==> config.mk <==
export PLATFORM = sky130hd
export DESIGN_NAME = alu_arbiter
export DESIGN_NICKNAME = d
export VERILOG_FILES = /design/src/rtl/alu_pkg.sv /design/src/rtl/alu.sv /design/src/rtl/alu_arbiter.sv
export SDC_FILE = /design/constraint.sdc
export NUM_CORES = 1
export LEC_CHECK = 0
export CORE_ASPECT_RATIO = 1.5
export CORE_MARGIN = 5
export CORE_UTILIZATION = 48
export CTS_CLUSTER_SIZE = 30
export DETAILED_ROUTE_END_ITERATION = 6
export HOLD_SLACK_MARGIN = 0.15
export PLACE_DENSITY = 0.79
export SLEW_MARGIN = 20
export SYNTH_ARGS = -nofsm -noshare
export SYNTH_HDL_FRONTEND = slang
export SYNTH_HIERARCHICAL = 1
export SYNTH_SLANG_ARGS = --single-unit
==> constraint.sdc <==
create_clock -name clk -period 3.1 [get_ports clk]
set_input_delay 0.775 -clock clk [delete_from_list [all_inputs] [get_ports clk]]
set_output_delay 0.775 -clock clk [all_outputs]
set_load 0.05 [all_outputs]
==> src/rtl/alu_pkg.sv <==
// Shared definitions for the 4-bit ALU and its two-requester arbiter.
package alu_pkg;

  localparam int unsigned ALU_W = 4;
  localparam int unsigned OP_W  = 3;

  localparam logic [OP_W-1:0] OP_ADD = 3'b000;
  localparam logic [OP_W-1:0] OP_SUB = 3'b001;
  localparam logic [OP_W-1:0] OP_AND = 3'b010;
  localparam logic [OP_W-1:0] OP_OR  = 3'b011;
  localparam logic [OP_W-1:0] OP_NOP = 3'b100;

  typedef enum logic [1:0] {
    IDLE,
    EXEC,
    DONE
  } arb_state_t;

endpackage

==> src/rtl/alu.sv <==
// 4-bit combinational ALU: ADD, SUB, AND, OR; all other opcodes yield zero.
module alu
  import alu_pkg::*;
(
  input  logic [OP_W-1:0]  op_i,
  input  logic [ALU_W-1:0] a_i,
  input  logic [ALU_W-1:0] b_i,
  output logic [ALU_W-1:0] y_o
);

  // Carry and borrow fall off the top: results wrap modulo 2^ALU_W.
  always_comb begin
    y_o = '0;
    case (op_i)
      OP_ADD:  y_o = a_i + b_i;
      OP_SUB:  y_o = a_i - b_i;
      OP_AND:  y_o = a_i & b_i;
      OP_OR:   y_o = a_i | b_i;
      default: y_o = '0;
    endcase
  end

endmodule

==> src/rtl/alu_arbiter.sv <==
// Round-robin arbiter sharing one ALU between two requesters; registers operands,
// evaluates for one cycle and holds a tagged result on a backpressured output.
module alu_arbiter
  import alu_pkg::*;
(
  input  logic             clk,
  input  logic             rst_n,
  input  logic             req0_valid,
  output logic             req0_ready,
  input  logic [OP_W-1:0]  req0_op,
  input  logic [ALU_W-1:0] req0_a,
  input  logic [ALU_W-1:0] req0_b,
  input  logic             req1_valid,
  output logic             req1_ready,
  input  logic [OP_W-1:0]  req1_op,
  input  logic [ALU_W-1:0] req1_a,
  input  logic [ALU_W-1:0] req1_b,
  output logic             res_valid,
  input  logic             res_ready,
  output logic [ALU_W-1:0] res_data,
  output logic             res_id,
  output logic             res_zero,
  output logic             busy
);

  arb_state_t       state_q, state_d;
  logic             last_grant_q;
  logic [OP_W-1:0]  op_q;
  logic [ALU_W-1:0] a_q, b_q;
  logic             id_q;
  logic [ALU_W-1:0] res_data_q;
  logic             res_id_q;
  logic             res_zero_q;

  logic             grant;
  logic             window;
  logic             accept;
  logic [ALU_W-1:0] alu_y;

  // Tie goes to whoever was not granted last; a lone requester always wins.
  always_comb begin
    grant = 1'b0;
    if (req0_valid && req1_valid) begin
      grant = ~last_grant_q;
    end else if (req1_valid) begin
      grant = 1'b1;
    end
  end

  // rst_n gates the window so both readies read 0 while reset is held.
  assign window = rst_n && ((state_q == IDLE) || ((state_q == DONE) && res_ready));
  assign accept = window && (req0_valid || req1_valid);

  assign req0_ready = accept && !grant;
  assign req1_ready = accept && grant;

  always_comb begin
    state_d = state_q;
    case (state_q)
      IDLE:    if (accept) state_d = EXEC;
      EXEC:    state_d = DONE;
      DONE:    if (res_ready) state_d = accept ? EXEC : IDLE;
      default: state_d = IDLE;
    endcase
  end

  alu u_alu (
    .op_i (op_q),
    .a_i  (a_q),
    .b_i  (b_q),
    .y_o  (alu_y)
  );

  always_ff @(posedge clk or negedge rst_n) begin
    if (!rst_n) begin
      state_q      <= IDLE;
      last_grant_q <= 1'b1;
      op_q         <= '0;
      a_q          <= '0;
      b_q          <= '0;
      id_q         <= 1'b0;
      res_data_q   <= '0;
      res_id_q     <= 1'b0;
      res_zero_q   <= 1'b0;
    end else begin
      state_q <= state_d;
      if (accept) begin
        last_grant_q <= grant;
        id_q         <= grant;
        op_q         <= grant ? req1_op : req0_op;
        a_q          <= grant ? req1_a  : req0_a;
        b_q          <= grant ? req1_b  : req0_b;
      end
      if (state_q == EXEC) begin
        res_data_q <= alu_y;
        res_id_q   <= id_q;
        res_zero_q <= (alu_y == '0);
      end
    end
  end

  assign res_valid = (state_q == DONE);
  assign res_data  = res_data_q;
  assign res_id    = res_id_q;
  assign res_zero  = res_zero_q;
  assign busy      = (state_q != IDLE);

endmodule
Word-level counts from Yosys, hierarchy flattened

Index checks and enable logic that the tools add are counted.

Register bits: 21
Logic and storage cells: 45
Output and inout port bits: 10

Mux-type cells: 10
Bitwise logic cells: 3
Reduce and logical (&&, ||, !) cells: 14
$add $sub $neg: 2
Equal/unequal tests: 7

Operators with widths:

| kind                                                                   | count |
|---|---|
| 4-bit case mux with 4 select lines                                     | 1 |
| 4-bit 2-to-1 mux                                                       | 2 |
| 3-bit by 2-bit equality test with 1-bit output (second input constant) | 2 |
| 1-bit logical AND                                                      | 6 |
| 2-bit case mux with 3 select lines                                     | 1 |
| 4-bit adder                                                            | 1 |
| 4-bit AND                                                              | 1 |
| 4-bit logical NOT                                                      | 1 |
| 2-bit 2-to-1 mux                                                       | 2 |
| 4-bit bitwise OR                                                       | 1 |
| 4-bit subtractor                                                       | 1 |
| 3-bit by 1-bit equality test with 1-bit output (second input constant) | 1 |
| 3-bit logical NOT                                                      | 1 |
| 1-bit 2-to-1 mux                                                       | 3 |
| 3-bit 2-to-1 mux                                                       | 1 |
| 2-bit by 1-bit equality test with 1-bit output (second input constant) | 1 |
| 2-bit equality test (second input constant)                            | 1 |
| 2-bit logical NOT                                                      | 1 |
| 1-bit logical OR                                                       | 2 |
| 2-bit by 1-bit != test with 1-bit output (second input constant)       | 1 |
| 2-bit != test (second input constant)                                  | 1 |
| 2-bit AND reduction                                                    | 1 |
| 2-bit nonzero test                                                     | 1 |
| 1-bit logical NOT                                                      | 1 |
| 1-bit NOT                                                              | 1 |

Logic depth before layout (Yosys ltp)

Depth after elaboration: 8
Mapped depth: 10
Gate-level depth less buffers: 10

By module

The synthesis kept the hierarchy.

By module, submodules not included:

| module      | seq. area each (sq um) | area each (sq um) | instances | cells an instance |
|---|---|---|---|---|
| alu_arbiter | 526.8                  | 1043.5            | 1         | 94 |
| alu         | 0.0                    | 337.8             | 1         | 44 |

Least setup slack after synthesis

No wires, ideal clock.

Kind: reg2reg
Start point: register op_q[1]
End point: register res_zero_q, in the netlist res_zero
Period minus slack after synthesis: 2.622 ns
Stages on the path, launching flop included: 11
Setup time: 0.083 ns
Arrival: 2.539 ns
Path buffers: 1
Setup slack: 0.478 ns
Path through: dfrtp_1 -> buf_4 -> nor3b_4 -> mux2i_1 -> ha_1 -> nor2b_1 -> o21ai_0 -> nor3b_1 -> a211oi_2 -> or4_1 -> o21ai_0

Longest elaborated chain between the ends: 3
Elaborated cells on any way between the ends: 6
Classes of those cells: eq/ne: 3; mux: 1; reduce/logical: 2

Ends and longest elaborated chain:

| what                                                                         | RTL line          | source |
|---|---|---|
| start: declaration                                                           | alu_arbiter.sv:28 | `logic [OP_W-1:0] op_q;` |
| start signal: assignment                                                     | alu_arbiter.sv:90 | `op_q <= grant ? req1_op : req0_op;` |
| 3-bit by 2-bit equality test with 1-bit output, or another cell as far along | alu.sv:14         | `case (op_i)` |
| 4-bit case mux with 4 select lines (*)                                       | alu.sv:14         |  |
| via alu_y[3]                                                                 | alu_arbiter.sv:38 | `logic [ALU_W-1:0] alu_y;` |
| 4-bit logical NOT (*)                                                        | alu_arbiter.sv:97 | `res_zero_q <= (alu_y == '0);` |
| end signal: assignment                                                       | alu_arbiter.sv:97 |  |
| end: declaration                                                             | alu_arbiter.sv:33 | `logic res_zero_q;` |

The timed path passes the listed nets; every way through them passes the cells marked *.
A chain may end at the register's enable or synchronous reset.

Worst setup path after layout

Start point: register op_q[2]
End point: register res_zero_q, in the netlist res_zero

The elaborated chain is that of the path after synthesis.

==> impl_results.md <==
* Syn Std Cell Area at 1381 um^2
* Fin crit share at 94.29%
* Worst R2R Path Depth at 9
* R2R Setup Slk at 180 ps
* Largest net degree at the start of global routing at 22
* Seq cells post-synth at 21
* R2r startpoint: op_q[2]
* Clk sink count at 21
* Post-synthesis cell count at 138
* Hold Path Sink: res_zero
* H-tree depth at 1
* Initial antenna violation count at 0
* Final ANT Viol Nets at 0
* Die height at 75.70 um
* Worst EP arrival at 3100 ps
* Yosys cell types at 37
* RSZ-0062 raised after global routing: false
* CP max FO at 6
* Port Buffers at 36
* First-pass GRT wire length at 5.727 mm
* Ys async rst share at 100.0%
* P_leak at 0.7646 nW
* Dpl hpwl at 2.690 mm
* Hold Crit Start: res_zero
* Outcome: finished clean
* Post-synth EDFFs at 0
* Ant. Diodes at 0
* Fin. Hold Viols at 0
* Num rows at 23
* Worst-Margin Slew at 694.1 ps
* Vias in the first global route at 1270
* Hold_buf cts at 0
* Finish-stage setup viols at 0
* Initial DRC count at 31
* Placed insts at 208
* All-layer global routing usage at 18.86%
* Relative slew slack at 53.63%
* CP Launch Type: register
* Core area at 2734 um^2
* Power Total at 0.001426 W
* Root Driver: clkbuf_8
* Gpl congestion at 0.8248
* Via count at 1203
* Period minus WS final at 2923 ps
* DRC Markers at 0
* Via/cell ratio at 5.675
* Worst hold path type: register to register
* Hold depth at 2
* IO Count at 37
* Worst setup path class: register to register
* Sum Neg Setup Slack at 0 ps
* Resized cells post-CTS at 0
* Max_cap viols at 0
* Critical path data required time at 3280 ps
* Worst Skew at 3.049 ps
* CTS Buf Count at 3
* Drt pass-1 iters at 4
* Skew-Pair Late Insertion Delay at 260 ps
* Fraction of layout cells with a size suffix above 1 at 15.43%
* Worst reg2reg path endpoint: res_zero
* Power Density at 773.0 nW/um^2
* Peak VDD IR at 0.5430 mV
* Max clock buf depth at 2
* Drt wl/cell at 15.69 um
* Main synth FF type: dfrtp_1
* Gr ovfl total at 0
* Part of the Yosys area used for sequential elements at 38.13%
* Total wire length at 3.326 mm
* Buffers inserted by post-CTS timing repair at 0
* Most frequent cells in the layout: clkdlybuf4s50_1 (34), dfrtp_1 (20), nand2_1 (14)
* Final Non-Filler Cells at 212
* Avg Inst Size Synth at 10.01 um^2
* Ys Warns at 6
* Die Wd at 53.80 um
* Worst setup EP type: register
* Syn Nets at 172
* CTS clk-pin slew, worst paths at 70 ps
* CTS tree: yes
* Max-slew violation count at 0
* Crit path from: op_q[2]
* Initial core utilization at 50.53%
* Die ar. at 4073 um^2
* Number of nets in the layout at 210
* Max Fclk at 0.3421 GHz
* Commonest non-fill, non-tap cell in the layout: clkdlybuf4s50_1
* Area Overhead vs Synth at 33.51%
[per-layer routing]
metal	global-route usage, %	vias to the layer above	part of all wire (%)
met4	8.239	0	1.1
met5	0	-	0
met2	33.69	34	56
met1	21.78	585	39
met3	2.740	6	3.1
li1	-	578	-
[state kept, by name, indices dropped and copies added, names as in the netlist]
| signal | cells |
|---|---|
| state_q | 2 |
| last_grant_q | 1 |
| res_id | 1 |
| b_q | 4 |
| a_q | 4 |
| id_q | 1 |
| res_zero | 1 |
| res_data | 4 |
| op_q | 3 |
[worst max path at each step]
stage,end,slack (ps),depth (start not counted)
6_report,res_zero,180,9
3_5_place_dp,res_zero,240,9
4_1_cts,res_zero,210,9
3_3_place_gp,req0_ready,300,4
2_1_floorplan,res_zero,480,10
5_1_grt,res_zero,6,9
[critical path, cell delays in order, from the launching register on]
cell and delay [ps]:
dfrtp_1 480, nor3b_4 290, mux2i_1 330, ha_1 280, nor2b_1 130, o21ai_0 320
nor3b_1 280, a211oi_2 120, or4_1 460, o21ai_0 150
[through the flow]
stage | hold slack [ps] | instance area (um^2) | setup WS, ps | util, %
after detailed placement | 487.5 | 1799 | 239.0 | 65.81
after CTS | 503.8 | 1844 | 212.1 | 67.46
after floorplan | 479.4 | 1381 | 478.4 | -
after global routing | 529.3 | 1844 | 6.050 | 67.46
final | 494.3 | 1844 | 177.0 | 67.46
after global placement | 465.4 | 1799 | 299.9 | 65.81
[area by class of cell]
type                    instances  area [um^2]
well taps                      37        46.29
repair buffers                 43        432.9
multi-input cells              98        759.5
fillers                       213        889.6
clock buffers                   4        45.04
flip-flops and latches         21        526.8
inverters                       9        33.78
[report_power, final]
part	switching, W	internal (W)
Sequential	0.0000850	0.000366
Clock	0.0000833	0.0000914
Combinational	0.000437	0.000363
Total	0.000606	0.000820
[cell families (layout without fill, tap and decap cells)]
logic type | count (synthesis) | in the layout | synth area share [%]
muxes | 7 | 7 | 5.525
AOI/OAI and AO/OA | 28 | 28 | 17.94
DFF | 21 | 21 | 38.13
buffers and inverters | 19 | 56 | 6.883
xor gates and xnor gates | 3 | 3 | 1.903
adders and majority gates | 7 | 7 | 6.884
and+or+nand+nor | 53 | 53 | 22.73
[Yosys cell counts (2+ instances only)]
library cell,n,area share [%]
nor2b_1,4,1.8
or3_4,2,1.6
buf_4,2,1.1
or4_1,2,1.1
mux2_2,5,4.1
nor3_1,2,0.72
nor3b_1,2,1.1
a221o_1,11,8.0
clkbuf_1,5,1.4
o21ai_0,8,2.9
xnor2_1,2,1.3
buf_6,2,1.6
ha_1,6,5.4
nor4_1,12,5.4
nor2_1,7,1.9
a21oi_1,2,0.72
nand2_1,14,3.8
and2_1,2,0.91
inv_1,9,2.4
or2b_1,2,1.1
dfrtp_1,20,36
mux2i_1,2,1.4
Note: power is estimated with default switching activity, not from simulation.
